[src/rtl/path_reader_pkg.sv]
// Shared definitions for path_reader: FSM state encodings and the default coordinate width.
package path_reader_pkg;

  localparam int unsigned COORD_W_DEFAULT = 4;

  typedef logic [2:0] state_t;

  localparam state_t StIdle = 3'd0;
  localparam state_t StPop  = 3'd1;
  localparam state_t StWait = 3'd2;
  localparam state_t StEmit = 3'd3;
  localparam state_t StDone = 3'd4;

endpackage

[src/rtl/path_buffer.sv]
// DEPTH x WIDTH register file holding drained path entries; synchronous write, asynchronous read.
module path_buffer #(
  parameter int unsigned DEPTH = 16,
  parameter int unsigned WIDTH = 8,
  localparam int unsigned AW = (DEPTH > 1) ? $clog2(DEPTH) : 1
) (
  input  logic             clk,
  input  logic             we,
  input  logic [AW-1:0]    waddr,
  input  logic [WIDTH-1:0] wdata,
  input  logic [AW-1:0]    raddr,
  output logic [WIDTH-1:0] rdata
);

  logic [WIDTH-1:0] mem_q [DEPTH];

  always_ff @(posedge clk) begin
    if (we) begin
      mem_q[waddr] <= wdata;
    end
  end

  assign rdata = mem_q[raddr];

endmodule

[src/rtl/path_reader.sv]
// Drains the coordinate stack and streams (x, y) pairs over valid/ready.
// PATH_REPLAY_FORWARD_EN selects buffered forward replay; otherwise entries stream goal-to-start.
module path_reader
  import path_reader_pkg::*;
#(
  parameter int unsigned DEPTH   = 16,
  parameter int unsigned COORD_W = COORD_W_DEFAULT
) (
  input  logic               clk,
  input  logic               rst,
  input  logic               start,
  output logic               pop,
  input  logic [COORD_W-1:0] stkX,
  input  logic [COORD_W-1:0] stkY,
  input  logic               stkFail,
  output logic [COORD_W-1:0] xOut,
  output logic [COORD_W-1:0] yOut,
  output logic               valid,
  input  logic               ready,
  output logic               done,
  output logic               overflow
);

  state_t state_q, state_d;

`ifdef PATH_REPLAY_FORWARD_EN

  localparam int unsigned AW = (DEPTH > 1) ? $clog2(DEPTH) : 1;
  localparam int unsigned CW = $clog2(DEPTH + 1);
  localparam logic [CW-1:0] DepthCnt = CW'(DEPTH);
  localparam logic [AW-1:0] LastIdx  = AW'(DEPTH - 1);

  logic [CW-1:0]          count_q, count_d;
  logic [AW-1:0]          idx_q, idx_d;
  logic                   overflow_q, overflow_d;
  logic                   buf_we;
  logic [2*COORD_W-1:0]   buf_rdata;

  path_buffer #(
    .DEPTH (DEPTH),
    .WIDTH (2 * COORD_W)
  ) u_path_buffer (
    .clk   (clk),
    .we    (buf_we),
    .waddr (count_q[AW-1:0]),
    .wdata ({stkX, stkY}),
    .raddr (idx_q),
    .rdata (buf_rdata)
  );

  always_comb begin
    state_d    = state_q;
    count_d    = count_q;
    idx_d      = idx_q;
    overflow_d = overflow_q;
    buf_we     = 1'b0;
    case (state_q)
      StIdle: begin
        if (start) begin
          count_d    = '0;
          overflow_d = 1'b0;
          state_d    = StPop;
        end
      end
      StPop: state_d = StWait;
      StWait: begin
        if (stkFail) begin
          if (count_q != '0) begin
            idx_d   = AW'(count_q - 1'b1);
            state_d = StEmit;
          end else begin
            state_d = StDone;
          end
        end else if (count_q < DepthCnt) begin
          buf_we  = 1'b1;
          count_d = count_q + 1'b1;
          state_d = StPop;
        end else begin
          // Stack deeper than the buffer: keep what fits, leave the rest on the stack.
          overflow_d = 1'b1;
          idx_d      = LastIdx;
          state_d    = StEmit;
        end
      end
      StEmit: begin
        if (ready) begin
          if (idx_q == '0) begin
            state_d = StDone;
          end else begin
            idx_d = idx_q - 1'b1;
          end
        end
      end
      StDone:  state_d = StIdle;
      default: state_d = StIdle;
    endcase
  end

  always_ff @(posedge clk) begin
    if (rst) begin
      state_q    <= StIdle;
      count_q    <= '0;
      idx_q      <= '0;
      overflow_q <= 1'b0;
    end else begin
      state_q    <= state_d;
      count_q    <= count_d;
      idx_q      <= idx_d;
      overflow_q <= overflow_d;
    end
  end

  assign {xOut, yOut} = valid ? buf_rdata : '0;
  assign overflow     = overflow_q;

`else

  logic [2*COORD_W-1:0] hold_q, hold_d;

  always_comb begin
    state_d = state_q;
    hold_d  = hold_q;
    case (state_q)
      StIdle: begin
        if (start) begin
          state_d = StPop;
        end
      end
      StPop: state_d = StWait;
      StWait: begin
        if (stkFail) begin
          state_d = StDone;
        end else begin
          hold_d  = {stkX, stkY};
          state_d = StEmit;
        end
      end
      StEmit: begin
        if (ready) begin
          state_d = StPop;
        end
      end
      StDone:  state_d = StIdle;
      default: state_d = StIdle;
    endcase
  end

  always_ff @(posedge clk) begin
    if (rst) begin
      state_q <= StIdle;
      hold_q  <= '0;
    end else begin
      state_q <= state_d;
      hold_q  <= hold_d;
    end
  end

  assign {xOut, yOut} = valid ? hold_q : '0;
  assign overflow     = 1'b0;

`endif

  assign pop   = (state_q == StPop);
  assign valid = (state_q == StEmit);
  assign done  = (state_q == StDone);

endmodule
[config.mk]
export PLATFORM = sky130hd
export DESIGN_NAME = path_reader
export DESIGN_NICKNAME = d
export VERILOG_FILES = /design/src/rtl/path_reader_pkg.sv /design/src/rtl/path_buffer.sv /design/src/rtl/path_reader.sv
export SDC_FILE = /design/constraint.sdc
export NUM_CORES = 1
export LEC_CHECK = 0
export ABC_CLOCK_PERIOD_IN_PS = 1850
export BUFFER_PORTS_ARGS = -buffer_cell sky130_fd_sc_hd__buf_2
export CAP_MARGIN = 20
export CORE_AREA = 2 2 39 41
export CTS_CLUSTER_DIAMETER = 80
export DETAILED_ROUTE_END_ITERATION = 8
export DIE_AREA = 0 0 41 43
export GPL_ROUTABILITY_DRIVEN = 0
export PLACE_DENSITY = 0.69
export SLEW_MARGIN = 20
export SYNTH_ARGS = -nofsm -noshare
export SYNTH_HDL_FRONTEND = slang
export SYNTH_HIERARCHICAL = 1
export SYNTH_SLANG_ARGS = --single-unit
[constraint.sdc]
create_clock -name clk -period 1.85 [get_ports clk]
set_clock_uncertainty 0.05 [all_clocks]
set_input_delay 0.185 -clock clk [delete_from_list [all_inputs] [get_ports clk]]
set_output_delay 0.185 -clock clk [all_outputs]
set_load 0.005 [all_outputs]
; ---- Word level (Yosys, flattened, before mapping)
; Cells that the tools add are included.
[word_totals]
register_bits = 11
inputBits = 13
wordCells = 17
[classes]
n_reduce_logical = 3
bitwise = 1
n_eq_ne = 6
muxes = 5
[op_table]
columns = operator, count
row1 = 3-bit one-hot mux with 4 select lines, 1
row2 = 3-bit 2-to-1 mux, 3
row3 = 8-bit 2-to-1 mux, 1
row4 = 3-bit by 2-bit == test with 1-bit output (second input constant), 2
row5 = 2-bit AND reduction, 2
row6 = 3-bit by 1-bit == test with 1-bit output (second input constant), 1
row7 = 3-bit == test (second input constant), 1
row8 = 3-bit zero test, 1
row9 = 2-bit by 1-bit != test with 1-bit output (second input constant), 1
row10 = 2-bit != test (second input constant), 1
row11 = 1-bit inverter, 1

; ---- Longest topological paths before layout
; Gate-level depths: netlist (run 1).
[depth]
ltp_word = 3
depth_mapped = 5
mapped_depth_nobuf = 3

; ---- Least setup slack after synthesis (run 1)
; OpenSTA, ideal clock, no wires.
[synth_timing]
path_kind = register -> register
startpoint = reg state_q[2]
endpoint = reg hold_q[0]
setup_ns = 0.132
t_arrival_ns = 1.159
path_slack_ns = 0.509
stages_incl_launch_ff = 6
synth_period_minus_slack_ns = 1.341
n_path_buf = 2
path_cell_list = dfxtp_1 -> buf_6 -> or4b_1 -> buf_2 -> nand2_1 -> a21oi_1
[synth_between]
elab_chain_len = 2
[synth_rtl]
columns = element, line
row1 = "start, declared", path_reader.sv:24  ; state_t state_q, state_d;
row2 = "start signal, assigned", path_reader.sv:150  ; state_q <= StIdle;
row3 = "start signal, assigned", path_reader.sv:153  ; state_q <= state_d;
row4 = 3-bit by 2-bit == test with 1-bit output, path_reader.sv:123  ; case (state_q)
row5 = 2-bit AND reduction (no line), -
row6 = "end signal, assigned", path_reader.sv:154  ; hold_q <= hold_d;
row7 = "end, declared", path_reader.sv:118  ; logic [2*COORD_W-1:0] hold_q, hold_d;
; Every way passes these cells.
; A chain may end at the register's enable or synchronous reset.

; ---- Worst setup path after layout (run 1)
[layout_timing]
startpoint = reg state_q[2]
endpoint = out xOut[1]
[layout_between]
elab_chain_len = 2
[layout_rtl]
columns = element, line
row1 = 3-bit by 2-bit == test with 1-bit output, path_reader.sv:164  ; assign valid = (state_q == StEmit);
row2 = 8-bit 2-to-1 mux, path_reader.sv:158  ; assign {xOut, yOut} = valid ? hold_q : '0;
row3 = "end, declared", path_reader.sv:16  ; output logic [COORD_W-1:0] xOut,
; Every way passes these cells.

==> results.sh, run 1 <==
export IMPL_groute_usage_overall_pct=13.9
export IMPL_cts_root_buffer="clkbuf_4"
export IMPL_fin_crit_sh_pct=86.3
export IMPL_core_mm2=0.00138
export IMPL_fin_cells=101
export IMPL_vias_per_cell=4.87
export IMPL_worstSetupEndpointType="primary output"
export IMPL_synthToLayoutAreaGrowth_pct=25.5
export IMPL_routedWlPerCell_um=9.79
export IMPL_grtUsageMet3_pct=6.28
export IMPL_hold_path_class="in -> reg"
export IMPL_crit_buf_inv=1
export IMPL_cts_resized=0
export IMPL_vias=492
export IMPL_cts_inserted_buffers=3
export IMPL_cts_setup_buffers=0
export IMPL_crit_family="flip-flops"
export IMPL_dp_hpwl_um=742
export IMPL_wirelength_um=989
export IMPL_timing_hold_ws_ns=0.0997
export IMPL_drive_gt1_share_pct=34.1
export IMPL_ir_drop_mv=0.339
export IMPL_min_to="hold_q[2]"
export IMPL_path_clk_slew_ns=0.07
export IMPL_final_max_slew_viol_count=0
export IMPL_met2_usage_pct=20.6
export IMPL_critPathMaxStageDelay_ns=0.50
export IMPL_min_from="stkY[2]"
export IMPL_cts_max_level=1
export IMPL_final_cell_mix="buf_2 (23), nand2_1 (16), dfxtp_1 (11)"
export IMPL_dieWidth_um=41
export IMPL_crit_slowest_cell="dfxtp_1"
export IMPL_critPathKind="reg -> out"
export IMPL_leakagePower_nw=0.290
export IMPL_ant_nets=0
export IMPL_synth_compound_area_share_pct=10.2
export IMPL_grt_max_degree=12
export IMPL_drt_initial_drc_count=3
export IMPL_power_switching_uw=112
export IMPL_final_common_cell="buf_2"
export IMPL_cts_tree="built"
export IMPL_synth_top_family_by_area="simple AND/OR/NAND/NOR gates"
export IMPL_dp_cells=97
export IMPL_synthCells=63
export IMPL_hold_violations=0
export IMPL_cp_depth=3
export IMPL_synthArstFlopShare_pct=0
export IMPL_start_kind="register"
export IMPL_synth_seq_area_share_pct=42.7
export IMPL_max_freq_mhz=627
export IMPL_seq_power_share_pct=55.3
export IMPL_path_cells="and3b_1 > and2_1 > buf_2"
export IMPL_postSynthAreaPerCell_um2=8.18
export IMPL_worstSkewPairLatency_ns=0.27
export IMPL_io_buffers=23
export IMPL_synth_edf_count=0
export IMPL_status="finished, final reports clean"
export IMPL_fin_setup_tns_ns=0
export IMPL_drc=0
export IMPL_firstDrtPassIters=3
export IMPL_top_usage_layer="met2"
export IMPL_die_area_mm2=0.00176
export IMPL_drv_cap=0
export IMPL_syn_nets=76
export IMPL_synthAdderAreaFrac_pct=0
export IMPL_clock_path_buffers=2
export IMPL_layout_nets=99
export IMPL_r2r_setup_slack_ns=0.40
export IMPL_fin_util_pct=46.7
export IMPL_crit_required_ns=1.62
export IMPL_synth_xor_area_share_pct=0
export IMPL_num_rows=14
export IMPL_clock_power_share_pct=34.7
export IMPL_yosys_mux_area_fraction_pct=0
export IMPL_grt_overflow=0
export IMPL_timing_rr_end="hold_q[7]"
export IMPL_ys_types=22
export IMPL_period_minus_slack_ns=1.60
export IMPL_start_util_pct=37.3
export IMPL_rsz0062_at_grt="false"
export IMPL_clock_sinks=11
export IMPL_diodes=0
export IMPL_p_int_uw=350
export IMPL_reg2reg_from="state_q[2]"
export IMPL_die_h_um=43
export IMPL_p_sw_share_pct=24.3
export IMPL_setup_violations=0
export IMPL_grt_pass1_vias=410
export IMPL_combPwrFrac_pct=10.0
export IMPL_met1_usage_pct=14.7
export IMPL_antenna_found_initial=0
export IMPL_syn_cell_area_um2=515
export IMPL_yosys_area_share_simple_pct=40.3
export IMPL_synthFlopType="dfxtp_1"
export IMPL_critPathMaxFanout=9
export IMPL_arrival_ns=1.36
export IMPL_n_fill_cell=157
export IMPL_p_per_area_mw_per_mm2=714
export IMPL_min_path_cells=3
export IMPL_holdBufCountCts=0
export IMPL_grt_pass1_wl_um=1590
export IMPL_yosys_warnings=6
export IMPL_r2r_cells=3
export IMPL_io_pins=25
export IMPL_yosys_register_bits=11
[cell families after synthesis]
kind of cell	count (synthesis)
other	1
buffers and inverters	5
AO/OA/AOI/OAI	10
flip-flops	11
AND/OR/NAND/NOR	36
[worst min-delay path: stages]
cell	delay (ns)
buf_2	0.10
nand2_1	0.04
a21oi_1	0.05
[metal layers]
metal	vias up	routed length, um
met4	0	27
met3	4	92
met2	21	453
met5	-	0
met1	214	415
li1	253	-
[worst max-delay path by stage]
stage / slack (ns) / startpoint / end
floorplan: 0.51 / state_q[2] / hold_q[0]
global placement: 0.44 / state_q[0] / hold_q[0]
detailed placement: 0.40 / state_q[1] / hold_q[7]
CTS: 0.23 / state_q[2] / xOut[1]
global route: 0.13 / state_q[0] / xOut[1]
finish: 0.25 / state_q[2] / xOut[1]
[layout make-up]
type / count / area, um2 / share of cell area, %
Multi-Input combinational cell: 47 / 264 / 40.8
Sequential cell: 11 / 220 / 34.0
Timing Repair Buffer: 23 / 115 / 17.8
Clock buffer: 3 / 22.5 / 3.48
Tap cell: 16 / 20.0 / 3.09
Clock inverter: 1 / 5.00 / 0.774
[cells in the mapped netlist (2+ instances only)]
cell type,count,area [um2]
nand2_1,16,60.1
dfxtp_1,11,220
a21oi_1,8,40.0
and2_1,8,50.1
clkbuf_1,2,7.51
nor3_1,2,10.0
[sequential cells by signal, summed over array words and instances, names as in the netlist]
signal   cells
hold_q       8
state_q      3
[through the flow]
| step | power (mW) | cell area [um2] | setup WS (ns) |
|---|---|---|---|
| after global placement | 0.307 | 619 | 0.439 |
| final | 0.462 | 647 | 0.254 |
| after CTS | 0.471 | 647 | 0.231 |
| after detailed placement | 0.308 | 619 | 0.402 |
| after floorplan | 0.289 | 515 | 0.509 |
| after global routing | 0.493 | 647 | 0.134 |
[power by group through the flow]
stage               Clock [mW]  Combinational (mW)  Sequential (mW)
finish                   0.160              0.0462            0.255
CTS                      0.168              0.0470            0.255
floorplan                    0              0.0308            0.258
detailed placement           0              0.0469            0.261
global route             0.184              0.0521            0.257
global placement             0              0.0459            0.261
Note: power is estimated with default switching activity, not from simulation.
==> run 2, diff against run 1 <==
--- a/config.mk
+++ b/config.mk
@@ -9,6 +9,7 @@
 export BUFFER_PORTS_ARGS = -buffer_cell sky130_fd_sc_hd__buf_2
 export CAP_MARGIN = 20
 export CORE_AREA = 2 2 39 41
+export CTS_BUF_LIST = sky130_fd_sc_hd__clkbuf_8 sky130_fd_sc_hd__clkbuf_16
 export CTS_CLUSTER_DIAMETER = 80
 export DETAILED_ROUTE_END_ITERATION = 8
 export DIE_AREA = 0 0 41 43
==> results.sh, run 2 (synthesis gave the netlist of run 1 again) <==
export IMPL_status="finished, final reports clean"
export IMPL_arrival_ns=1.32
export IMPL_max_freq_mhz=642
export IMPL_drv_cap=0
export IMPL_core_mm2=0.00138
export IMPL_critPathMaxStageDelay_ns=0.49
export IMPL_worstSetupEndpointType="primary output"
export IMPL_top_register="hold_q"
export IMPL_vias_per_cell=4.73
export IMPL_cts_inserted_buffers=3
export IMPL_hold_violations=0
export IMPL_grt_pass1_wl_um=1590
export IMPL_path_cells="and3b_1 > and2_1 > buf_2"
export IMPL_final_common_cell="buf_2"
export IMPL_ir_drop_mv=0.416
export IMPL_drc=0
export IMPL_critPathKind="reg -> out"
export IMPL_groute_usage_overall_pct=14.1
export IMPL_ant_nets=0
export IMPL_dp_cells=97
export IMPL_dp_hpwl_um=742
export IMPL_start_kind="register"
export IMPL_holdBufCountCts=0
export IMPL_grt_pass1_vias=405
export IMPL_cts_max_level=1
export IMPL_io_pins=25
export IMPL_cts_root_buffer="clkbuf_8"
export IMPL_die_area_mm2=0.00176
export IMPL_crit_buf_inv=1
export IMPL_layout_nets=99
export IMPL_clock_sinks=11
export IMPL_rsz0062_at_grt="false"
export IMPL_layout_top_registers="hold_q (8), state_q (3)"
export IMPL_cts_tree="built"
export IMPL_dieWidth_um=41
export IMPL_place_area_um2=619
export IMPL_drt_initial_drc_count=4
export IMPL_die_h_um=43
export IMPL_drive_gt1_share_pct=34.1
export IMPL_critPathMaxFanout=9
export IMPL_crit_family="flip-flops"
export IMPL_period_minus_slack_ns=1.56
export IMPL_firstDrtPassIters=2
export IMPL_num_rows=14
export IMPL_cts_resized=0
export IMPL_final_cell_mix="buf_2 (23), nand2_1 (16), dfxtp_1 (11)"
export IMPL_crit_required_ns=1.62
export IMPL_largest_reg_flops=8
export IMPL_routedWlPerCell_um=9.94
export IMPL_n_fill_cell=150
export IMPL_grt_max_degree=12
export IMPL_fin_crit_sh_pct=84.2
export IMPL_fin_setup_tns_ns=0
export IMPL_clock_path_buffers=2
export IMPL_setup_violations=0
export IMPL_final_max_slew_viol_count=0
export IMPL_diodes=0
export IMPL_synthToLayoutAreaGrowth_pct=29.1
export IMPL_path_clk_slew_ns=0.05
export IMPL_fin_cells=101
export IMPL_p_per_area_mw_per_mm2=809
export IMPL_wirelength_um=1000
export IMPL_leakagePower_nw=0.297
export IMPL_start_util_pct=37.3
export IMPL_io_buffers=23
export IMPL_design_area_um2=666
export IMPL_cts_setup_buffers=0
export IMPL_crit_slowest_cell="dfxtp_1"
export IMPL_antenna_found_initial=0
export IMPL_grt_overflow=0
export IMPL_hold_path_class="in -> reg"
export IMPL_vias=478
export IMPL_worstSkewPairLatency_ns=0.24
run 2: cell counts in the layout (fill, tap and decap cells not counted):
No cell type changed its count.
run 2: through the flow:
step                      setup WS, ns  util (%)  hold slack, ns  power [mW]
after floorplan                  0.509         -           0.214       0.289
after global placement           0.439      44.8           0.380       0.307
after detailed placement         0.402      44.8           0.388       0.308
after CTS                        0.271      48.1           0.135       0.548
after global routing             0.181      48.1           0.131       0.570
final                            0.292      48.1           0.135       0.538
run 2: area by class of cell:
class	count	area [um2]	share of cell area, %
sequential	11	220	33.1
tap	16	20.0	3.01
multi-input combinational	47	264	39.7
timing repair buffer	23	115	17.3
clock inverter	1	5.00	0.752
clock buffer	3	41.3	6.20
run 2: metal layers:
metal	up-vias	wire length (um)	global-route usage, %
met1	204	429	14.7
met2	21	454	20.3
met5	-	0	0
met4	0	27	12.0
met3	4	92	6.28
li1	249	-	-
run 2: power by group:
group          total [mW]  switching [mW]  internal, mW
Combinational      0.0461          0.0217        0.0244
Sequential          0.256          0.0101         0.246
Clock               0.236          0.0883         0.148
Total               0.538           0.120         0.418
run 2: path summary, 6_finish.rpt:
path	startpoint	to	slack, ns	cells after the start
setup / recovery	state_q[2]	xOut[1]	0.29	3
hold / removal	stkY[2]	hold_q[2]	0.14	3
setup reg to reg	state_q[2]	hold_q[7]	0.40	3
hold reg to reg	hold_q[5]	hold_q[5]	0.40	2
run 2: tightest hold or removal path: stages:
cell and delay (ns):
buf_2 0.10, nand2_1 0.04, a21oi_1 0.05
